==> src/rtl/nivel_agua_monitor_if.sv <==
// Probe inputs, control strobes and monitor outputs of the water-level monitor.
interface nivel_agua_monitor_if #(
   parameter int N_SENS = 3
);
   logic [N_SENS-1:0] probe;
   logic              sample_en;
   logic              fault_clr;
   logic [3:0]        level;
   logic [6:0]        seg;
   logic              pump_on;
   logic              irrig_ok;
   logic              fault;
   logic [1:0]        fault_code;
   logic              level_chg;

   modport master (
      output probe, sample_en, fault_clr,
      input  level, seg, pump_on, irrig_ok, fault, fault_code, level_chg
   );

   modport slave (
      input  probe, sample_en, fault_clr,
      output level, seg, pump_on, irrig_ok, fault, fault_code, level_chg
   );
endinterface

==> src/rtl/nivel_agua_monitor.sv <==
// Tank level monitor: synchronises and debounces the probe string, derives the
// level, runs the fill pump with hysteresis and latches pattern/timeout faults.
//
// state      | meaning
// -----------+----------------------------------------------------------
// ST_IDLE    | tank above refill threshold, pump off
// ST_FILLING | pump on until the top probe is wet; timeout armed
// ST_FAULT   | latched fault, pump and irrigation blocked, 'F' shown
module nivel_agua_monitor #(
   parameter int N_SENS     = 3,
   parameter int DEB_CYCLES = 4,
   parameter int LOW_LVL    = 1,
   parameter int FILL_TMO   = 10
) (
   input  logic                  clk,
   input  logic                  rst,
   nivel_agua_monitor_if.slave   bus
);

   typedef enum logic [1:0] {
      ST_IDLE    = 2'd0,
      ST_FILLING = 2'd1,
      ST_FAULT   = 2'd2
   } state_e;

   localparam logic [7:0]  DEB_LAST  = 8'(DEB_CYCLES - 1);
   localparam logic [15:0] TMO_LAST  = 16'(FILL_TMO - 1);
   localparam logic [3:0]  FULL_LVL  = 4'(N_SENS);
   localparam logic [3:0]  LOW_LVL_C = 4'(LOW_LVL);
   localparam logic [6:0]  SEG_F     = 7'b1000111;
   localparam logic [1:0]  CODE_NONE = 2'b00;
   localparam logic [1:0]  CODE_PAT  = 2'b01;
   localparam logic [1:0]  CODE_TMO  = 2'b10;

   function automatic logic [3:0] popcnt(input logic [N_SENS-1:0] v);
      logic [3:0] c;
      c = '0;
      for (int i = 0; i < N_SENS; i++) begin
         c = c + {3'b000, v[i]};
      end
      return c;
   endfunction

   function automatic logic [6:0] seg_of(input logic [3:0] lvl);
      logic [6:0] s;
      case (lvl)
         4'd0:    s = 7'b1111110;
         4'd1:    s = 7'b0110000;
         4'd2:    s = 7'b1101101;
         4'd3:    s = 7'b1111001;
         4'd4:    s = 7'b0110011;
         4'd5:    s = 7'b1011011;
         4'd6:    s = 7'b1011111;
         4'd7:    s = 7'b1110000;
         4'd8:    s = 7'b1111111;
         default: s = 7'b0000000;
      endcase
      return s;
   endfunction

   logic [N_SENS-1:0]       sync1_q, sync2_q;
   logic [N_SENS-1:0]       filt_q, filt_d;
   logic [N_SENS-1:0][7:0]  deb_cnt_q, deb_cnt_d;
   logic [N_SENS:0]         filt_ext;
   logic                    filt_valid;
   logic [3:0]              filt_pop;
   logic [3:0]              level_q, level_d;
   logic                    level_chg_q, level_chg_d;
   logic                    level_inc;
   logic [15:0]             tmo_q, tmo_d;
   logic                    tmo_hit;
   logic                    fault_q, fault_d;
   logic [1:0]              code_q, code_d;
   state_e                  state_q, state_d;
   logic                    pump_q, pump_d;
   logic                    irrig_q, irrig_d;
   logic [6:0]              seg_q, seg_d;

   // Per-probe debounce: a differing sample must persist for DEB_CYCLES ticks.
   always_comb begin
      filt_d    = filt_q;
      deb_cnt_d = deb_cnt_q;
      for (int i = 0; i < N_SENS; i++) begin
         if (sync2_q[i] == filt_q[i]) begin
            deb_cnt_d[i] = '0;
         end else if (bus.sample_en) begin
            if (deb_cnt_q[i] == DEB_LAST) begin
               filt_d[i]    = sync2_q[i];
               deb_cnt_d[i] = '0;
            end else begin
               deb_cnt_d[i] = deb_cnt_q[i] + 8'd1;
            end
         end
      end
   end

   // Synchroniser chain, filtered probes and debounce counters.
   always_ff @(posedge clk) begin
      if (rst) begin
         sync1_q   <= '0;
         sync2_q   <= '0;
         filt_q    <= '0;
         deb_cnt_q <= '0;
      end else begin
         sync1_q   <= bus.probe;
         sync2_q   <= sync1_q;
         filt_q    <= filt_d;
         deb_cnt_q <= deb_cnt_d;
      end
   end

   // Thermometer check, level tracking, fill timeout and fault latch.
   always_comb begin
      filt_ext    = {1'b0, filt_q};
      filt_valid  = ((filt_ext & (filt_ext + {{N_SENS{1'b0}}, 1'b1})) == '0);
      filt_pop    = popcnt(filt_q);
      level_d     = filt_valid ? filt_pop : level_q;
      level_chg_d = (level_d != level_q);
      level_inc   = filt_valid && (filt_pop > level_q);

      tmo_hit = (state_q == ST_FILLING) && !level_inc && bus.sample_en && (tmo_q == TMO_LAST);
      tmo_d   = tmo_q;
      if ((state_q != ST_FILLING) || level_inc || tmo_hit) begin
         tmo_d = '0;
      end else if (bus.sample_en) begin
         tmo_d = tmo_q + 16'd1;
      end

      // First cause sticks; a bad pattern outranks a simultaneous timeout.
      fault_d = fault_q;
      code_d  = code_q;
      if (fault_q) begin
         if (bus.fault_clr && filt_valid) begin
            fault_d = 1'b0;
            code_d  = CODE_NONE;
         end
      end else if (!filt_valid) begin
         fault_d = 1'b1;
         code_d  = CODE_PAT;
      end else if (tmo_hit) begin
         fault_d = 1'b1;
         code_d  = CODE_TMO;
      end
   end

   always_ff @(posedge clk) begin
      if (rst) begin
         level_q     <= '0;
         level_chg_q <= 1'b0;
         tmo_q       <= '0;
         fault_q     <= 1'b0;
         code_q      <= CODE_NONE;
      end else begin
         level_q     <= level_d;
         level_chg_q <= level_chg_d;
         tmo_q       <= tmo_d;
         fault_q     <= fault_d;
         code_q      <= code_d;
      end
   end

   // FSM state register.
   always_ff @(posedge clk) begin
      if (rst) begin
         state_q <= ST_IDLE;
      end else begin
         state_q <= state_d;
      end
   end

   // FSM next state; a latched fault overrides the level-driven transitions.
   always_comb begin
      state_d = state_q;
      case (state_q)
         ST_IDLE:    if (level_q <= LOW_LVL_C) state_d = ST_FILLING;
         ST_FILLING: if (level_q == FULL_LVL)  state_d = ST_IDLE;
         ST_FAULT:   state_d = ST_IDLE;
         default:    state_d = ST_IDLE;
      endcase
      if (fault_d) begin
         state_d = ST_FAULT;
      end
   end

   // FSM outputs, computed from next state/level so the registers line up with them.
   always_comb begin
      pump_d  = (state_d == ST_FILLING);
      irrig_d = (state_d != ST_FAULT) && (level_d != 4'd0);
      seg_d   = (state_d == ST_FAULT) ? SEG_F : seg_of(level_d);
   end

   // Output registers.
   always_ff @(posedge clk) begin
      if (rst) begin
         pump_q  <= 1'b0;
         irrig_q <= 1'b0;
         seg_q   <= 7'b1111110;
      end else begin
         pump_q  <= pump_d;
         irrig_q <= irrig_d;
         seg_q   <= seg_d;
      end
   end

   assign bus.level      = level_q;
   assign bus.level_chg  = level_chg_q;
   assign bus.fault      = fault_q;
   assign bus.fault_code = code_q;
   assign bus.pump_on    = pump_q;
   assign bus.irrig_ok   = irrig_q;
   assign bus.seg        = seg_q;

endmodule

==> src/flat_wrapper.sv <==
// flat-port wrapper written by rule: the top's interface ports become plain ports
module nivel_agua_monitor_flat 
#(
   parameter int N_SENS     = 3,
   parameter int DEB_CYCLES = 4,
   parameter int LOW_LVL    = 1,
   parameter int FILL_TMO   = 10
)
  (clk, rst, bus_probe, bus_sample_en, bus_fault_clr, bus_level, bus_seg, bus_pump_on, bus_irrig_ok, bus_fault, bus_fault_code, bus_level_chg);
  nivel_agua_monitor_if #(.N_SENS(N_SENS)) bus_i ();
  input  logic clk;
  input  logic rst;
  input wire logic [$bits(bus_i.probe)-1:0] bus_probe;
  input wire logic [$bits(bus_i.sample_en)-1:0] bus_sample_en;
  input wire logic [$bits(bus_i.fault_clr)-1:0] bus_fault_clr;
  output wire logic [$bits(bus_i.level)-1:0] bus_level;
  output wire logic [$bits(bus_i.seg)-1:0] bus_seg;
  output wire logic [$bits(bus_i.pump_on)-1:0] bus_pump_on;
  output wire logic [$bits(bus_i.irrig_ok)-1:0] bus_irrig_ok;
  output wire logic [$bits(bus_i.fault)-1:0] bus_fault;
  output wire logic [$bits(bus_i.fault_code)-1:0] bus_fault_code;
  output wire logic [$bits(bus_i.level_chg)-1:0] bus_level_chg;
  assign bus_i.probe = bus_probe;
  assign bus_i.sample_en = bus_sample_en;
  assign bus_i.fault_clr = bus_fault_clr;
  assign bus_level = bus_i.level;
  assign bus_seg = bus_i.seg;
  assign bus_pump_on = bus_i.pump_on;
  assign bus_irrig_ok = bus_i.irrig_ok;
  assign bus_fault = bus_i.fault;
  assign bus_fault_code = bus_i.fault_code;
  assign bus_level_chg = bus_i.level_chg;
  nivel_agua_monitor #(.N_SENS(N_SENS), .DEB_CYCLES(DEB_CYCLES), .LOW_LVL(LOW_LVL), .FILL_TMO(FILL_TMO)) u_core (.clk(clk), .rst(rst), .bus(bus_i));
endmodule
==> config.mk <==
export PLATFORM = sky130hd
export DESIGN_NAME = nivel_agua_monitor_flat
export DESIGN_NICKNAME = d
export VERILOG_FILES = /design/src/rtl/nivel_agua_monitor_if.sv /design/src/rtl/nivel_agua_monitor.sv /design/src/flat_wrapper.sv
export SDC_FILE = /design/constraint.sdc
export NUM_CORES = 1
export LEC_CHECK = 0
export ABC_AREA = 1
export CAP_MARGIN = 20
export CORE_ASPECT_RATIO = 0.7
export CORE_UTILIZATION = 50
export CTS_CLUSTER_SIZE = 20
export DETAILED_ROUTE_END_ITERATION = 10
export PLACE_DENSITY = 0.78
export SLEW_MARGIN = 15
export SYNTH_ARGS = -nofsm -noshare
export SYNTH_HDL_FRONTEND = slang
export SYNTH_SLANG_ARGS = --single-unit
==> constraint.sdc <==
create_clock -name clk -period 3.19 [get_ports clk]
set_clock_uncertainty 0.2 [all_clocks]
set_input_delay 0.319 -clock clk [delete_from_list [all_inputs] [get_ports clk]]
set_output_delay 0.319 -clock clk [all_outputs]
set_load 0.01 [all_outputs]
-- Yosys cells after proc, flatten, opt, wreduce, memory -nomap -nowiden
Memories as Yosys holds them, arrays and structs flattened.
Index checks and enable logic that the tools add are counted.
Widths: inputs -> output; s select.
- bits in registers: 68
- memory bits (read-only): 112
- input bits: 7
- logic and storage cells: 86
- memories kept: 1
- $add $sub $neg: 7
- $lt $le $gt $ge: 2
- equal/unequal tests: 16
- multiplexer cells: 17
- bitwise operators: 4
- reductions and logical operators: 21
- memory list (name ; depth ; bits a word ; rd ports ; clocked after memory_dff ; write ports ; line ; source):
    (name not given) ; 16 ; 7 ; 1 ; 0 ; 0 ; nivel_agua_monitor.sv:46 ; case (lvl)
- operators by type and width (operator ; count):
    $add 8x1->8 const B ; 3
    $eq 8x2->1 const B ; 3
    $mux 8 ; 3
    $add 16x1->16 const B ; 1
    $eq 16x4->1 const B ; 1
    $mux 2 ; 7
    $reduce_or 2->1 ; 5
    $reduce_and 3->1 ; 3
    $logic_and 1x1->1 ; 6
    $mux 6 ; 1
    $add 3x1->4 const B ; 1
    $add 4x1->4 ; 1
    $and 3x4->4 ; 1
    $eq 2x1->1 const B ; 2
    $eq 4x2->1 const B ; 1
    $gt 4x4->1 ; 1
    $le 4x1->1 const B ; 1
    $logic_not 4->1 ; 1
    $mux 1 ; 4
    $mux 4 ; 1
    $ne 2x2->1 const B ; 2
    $ne 4x4->1 ; 1
    $pmux 2 s2 ; 1
    $reduce_bool 4->1 ; 1
    10 further kinds ; 15

-- Logic depth before layout (Yosys ltp)
- depth in word-level cells: 14
- gate-level depth with buffers: 14

-- Worst setup path after synthesis
OpenSTA, ideal clock, no wires.
- path kind: register to register
- from: register u_core.filt_q[1]
- to: register u_core.seg_q[0], in the netlist u_core.bus.seg[0]
- library setup time: 113 ps
- arrival time: 2049 ps
- data required time: 2877 ps
- path slack: 828 ps
- cell stages (with the launch flop): 15
- period minus slack after synthesis: 2362 ps
- cell sequence: dfxtp_1 > ha_1 > ha_1 > ha_1 > ha_1 > nand2_1 > nor2_1 > nor2_1 > nand2_1 > nand2_2 > nor2_4 > nor2_8 > nand2_2 > nand2_2 > nand2_1
- word-level cells in the longest chain between the ends: 14
- ends and longest elaborated chain (item ; line ; source):
    from (decl) ; nivel_agua_monitor.sv:62 ; logic [N_SENS-1:0] filt_q, filt_d;
    from (signal assigned) ; nivel_agua_monitor.sv:107 ; filt_q <= filt_d;
    $add 1x1->2 / $add 3x1->4 (equally long branches) ; nivel_agua_monitor.sv:39, nivel_agua_monitor.sv:115 ;
    $add 4x1->4 / $and 3x4->4 (equally long branches) ; nivel_agua_monitor.sv:39, nivel_agua_monitor.sv:115 ;
    $gt 4x4->1 / $logic_not 4->1 (equally long branches) ; nivel_agua_monitor.sv:119, nivel_agua_monitor.sv:115 ;
    $logic_and 1x1->1 ; nivel_agua_monitor.sv:119 ; level_inc = filt_valid && (filt_pop > level_q);
    $logic_not 1->1 ; nivel_agua_monitor.sv:121 ; tmo_hit = (state_q == ST_FILLING) && !level_inc && bus.sample_en && (tmo_q == TMO_LAST);
    $logic_and 1x1->1 (3 in series) ; nivel_agua_monitor.sv:121 ;
    $mux 1 ; nivel_agua_monitor.sv:140 ; end else if (tmo_hit) begin
    $mux 1 ; nivel_agua_monitor.sv:137 ; end else if (!filt_valid) begin
    $mux 1 ; nivel_agua_monitor.sv:132 ; if (fault_q) begin
    $mux 2 ; nivel_agua_monitor.sv:180 ; if (fault_d) begin
    $eq 2x2->1 ; nivel_agua_monitor.sv:189 ; seg_d = (state_d == ST_FAULT) ? SEG_F : seg_of(level_d);
    $mux 6 (*) ; nivel_agua_monitor.sv:189 ;
    to (signal assigned) ; nivel_agua_monitor.sv:201 ; seg_q <= seg_d;
    to (decl) ; nivel_agua_monitor.sv:77 ; logic [6:0] seg_q, seg_d;
Mark *: on every way between the ends. The rest lies on a longest branch, timed or not.
A chain may end at the register's enable or synchronous reset.

-- Worst setup path in the final report
- from: register u_core.filt_q[1]
- to: register u_core.tmo_q[12]
- word-level cells in the longest chain between the ends: 10
- ends and longest elaborated chain (item ; line ; source):
    $add 1x1->2 / $add 3x1->4 (equally long branches) ; nivel_agua_monitor.sv:39, nivel_agua_monitor.sv:115 ;
    $add 4x1->4 / $and 3x4->4 (equally long branches) ; nivel_agua_monitor.sv:39, nivel_agua_monitor.sv:115 ;
    $gt 4x4->1 / $logic_not 4->1 (equally long branches) ; nivel_agua_monitor.sv:119, nivel_agua_monitor.sv:115 ;
    $logic_and 1x1->1 (*) ; nivel_agua_monitor.sv:119 ;
    $logic_not 1->1 ; nivel_agua_monitor.sv:121 ;
    $logic_and 1x1->1 (3 in series) ; nivel_agua_monitor.sv:121 ;
    $logic_or 1x1->1 (*) ; nivel_agua_monitor.sv:123 ; if ((state_q != ST_FILLING) || level_inc || tmo_hit) begin
    $reduce_or 2->1 (no source line) (*) ; - ;
    to (signal assigned) ; nivel_agua_monitor.sv:156 ; tmo_q <= tmo_d;
    to (decl) ; nivel_agua_monitor.sv:70 ; logic [15:0] tmo_q, tmo_d;
Marks and branches as above.

==> summary.md <==
| Metric | Value |
|---|---|
| Outcome | finished, final reports clean |
| Compound-Gate Fraction of Synth Area | 0.0937 |
| Crit path max-delay family | adder cells |
| Clock buffer count from CTS | 9 |
| Fillers | 555 |
| Final Setup Violations | 0 |
| Startpoint type of the worst setup path | register |
| Starting Density | 0.523 |
| Synth top cells by count | nand2_1, dfxtp_1, nor2_1, inv_1, nor3_1 |
| Synthesized Nets | 464 |
| Routed Antenna Nets | 0 |
| Via density | 5.16 |
| Fin crit share | 0.813 |
| CP arrival | 2.65 ns |
| Netlist cell types | 38 |
| Largest net degree at the start of global routing | 16 |
| Core footprint | 6310 sq um |
| Maximum clock path buffer count | 2 |
| Async set-reset flop share out of synthesis | 0 |
| Critical path type | reg2reg |
| Detail Placement HPWL | 5.03 mm |
| Row count | 24 |
| Clk sinks | 68 |
| Adder-cell share of the synthesized area | 0.0705 |
| Die Wd | 99.1 microns |
| RSZ-0062 raised after global routing | false |
| Final WL | 6.88 mm |
| Number of DRC markers in iteration 0 | 154 |
| Post-synthesis mux area share | 0 |
| Worst slew margin | 0.594 |
| Flops & latches, synth | 68 |
| # port buffers | 23 |
| CTS Hold Bufs | 0 |
| Design area | 3840 sq um |
| Post-synthesis xor/xnor area fraction | 0.0292 |
| First-pass GRT wire length | 11.9 mm |
| Buf/Inv on CP | 3 |
| Cells after Synth | 439 |
| Post-Syn Area | 3300 sq um |
| CP Capture Type | register |
| Top cell type by total area after synthesis | dfxtp_1 |
| Cell Area, Placed | 3630 sq um |
| Wirelength per Cell | 12.4 microns |
| CTS root buf | clkbuf_8 |
| Die ar. | 6930 sq um |
| CTS resizes | 0 |
| Clock Latency Late Sink | 0.35 ns |
| Placer Congestion | 0.822 |
| Nets | 496 |
| Seq/Total Area, Yosys | 0.413 |
| I/O Pins | 24 |
| Diodes inserted | 0 |
| Cell repeated most along the worst path | ha_1 |
| Max Slew Vio Count | 0 |
| Leakage Power | 1.57 nW |
| Synth Flop Type | dfxtp_1 |
| Total Routing Usage GR | 0.219 |
| Layout area overhead | 16.3% |
| Remaining Overflow, GRT | 0 |
| Worst EP required | 3.24 ns |
| Number of H-tree levels | 3 |
| Crit-path cells | ha_1 > ha_1 > ha_1 > ha_1 > nand2_1 > nor2_1 > nor2_1 > nand2_1 > nand4_1 > buf_4 > inv_1 > nand2_1 > inv_1 |
| CP peak stage delay | 0.48 ns |
| Tmin final | 2.59 ns |
| Vias in the first global route | 2646 |
| Area contributors post-synth | dfxtp_1, nand2_1, nor2_1 |
| Final hold vios | 0 |
| Final routed DRC violation total | 0 |
| Reg clk slew, reported paths | 0.07 ns |
| Die height | 70.0 microns |
| Initial antenna violation count | 0 |
| FMAX | 0.385 GHz |
| Worst slew pin tran | 0.602 ns |
| Setup TNS | 0 ns |
| Post-CTS Setup Repair Bufs | 0 |
| Largest family of logic cells by synthesized area | simple AND/OR/NAND/NOR gates |
| Syn. warnings | 0 |
| Simple-gate share of the synthesized area | 0.310 |
| Most common cell in the netlist | nand2_1 |
| Power Dens Cells | 425 nW/um^2 |
| Avg Synthesized Cell Area | 7.52 sq um |
| Max IR drop VDD | 255 uV |
| Layout cells sized above 1 | 0.0882 |
| CTS tree | done |
| EDFF count, synth | 0 |
| First-pass DRT Iterations | 4 |
| Max Cap Violations | 0 |
| Slowest stage cell, crit path | dfxtp_1 |
| Share of the synthesized area in the top cell type | 0.413 |
| Tightest Hold Check Type | reg2reg |
| CP Max Fanout | 13 |
| Via count | 2857 |
[state kept, by name (all words and copies together), names as in the netlist, 2 cells and up]
register / flops
u_core.deb_cnt_q: 24
u_core.tmo_q: 16
u_core.bus.seg: 7
u_core.bus.level: 4
u_core.filt_q: 3
u_core.sync1_q: 3
u_core.sync2_q: 3
u_core.bus.fault_code: 2
u_core.state_q: 2
[power by group]
part           internal [mW]  switching (mW)  leakage (nW)
clock network          0.389           0.328         0.101
registers              0.856         0.00403         0.550
logic                 0.0222          0.0321         0.924
[worst paths after layout]
kind                                   startpoint           endpoint  slack (ns)  cells after the start
worst min-delay path            u_core.sync1_q[2]  u_core.sync2_q[2]        0.21                      2
worst max-delay path             u_core.filt_q[1]   u_core.tmo_q[12]        0.60                     13
worst min register to register  u_core.sync1_q[2]  u_core.sync2_q[2]        0.21                      2
worst max register to register   u_core.filt_q[1]   u_core.tmo_q[12]        0.60                     13
[cell type report]
cell class,instances,area (sq um),share of cell area
clock buffer,14,193,0.0502
inverter,62,233,0.0607
multi-input combinational,301,1660,0.433
sequential,68,1360,0.355
tap,78,97.6,0.0254
clock inverter,2,15.0,0.00391
timing repair buffer,29,275,0.0718
[metal layers]
metal | track usage | wire, microns | vias up
li1 | - | - | 1487
met1 | 0.300 | 3540 | 1323
met2 | 0.326 | 3000 | 40
met3 | 0.0781 | 269 | 7
met4 | 0.0588 | 75 | 0
met5 | 0 | 0 | -
[worst min-delay path, stage by stage, from the launching register on]
cell and delay [ns]:
dfxtp_1 0.30, inv_1 0.05, nor2_1 0.03
[cells in the final DEF (no fill, tap or decap), types with 14 or more instances in the layout]
| master | n |
|---|---|
| nor3_1 | 29 |
| nor2_1 | 62 |
| clkdlybuf4s50_1 | 23 |
| nand3_1 | 15 |
| ha_1 | 17 |
| inv_1 | 60 |
| dfxtp_1 | 68 |
| a21oi_1 | 22 |
| clkbuf_8 | 14 |
| nand2_1 | 75 |
[cell families after synthesis]
kind of cell | after synthesis
adders and majority gates | 18
DFF | 68
buffers and inverters | 70
AOI/OAI and AO/OA | 53
xor gates and xnor gates | 11
and+or+nand+nor | 219
[through the flow]
stage / std cells / utilization / setup WS (ns) / hold WS, ns / total power, mW
final: 554 / 0.608 / 0.596 / 0.213 / 1.63
after global routing: 554 / 0.608 / 0.450 / 0.215 / 1.69
after CTS: 554 / 0.608 / 0.602 / 0.215 / 1.64
after detailed placement: 538 / 0.575 / 0.633 / 0.204 / 0.933
after global placement: 538 / 0.575 / 0.715 / 0.193 / 0.932
after floorplan: 439 / - / 0.828 / 0.188 / 0.912
(Power assumes the default switching activity.)
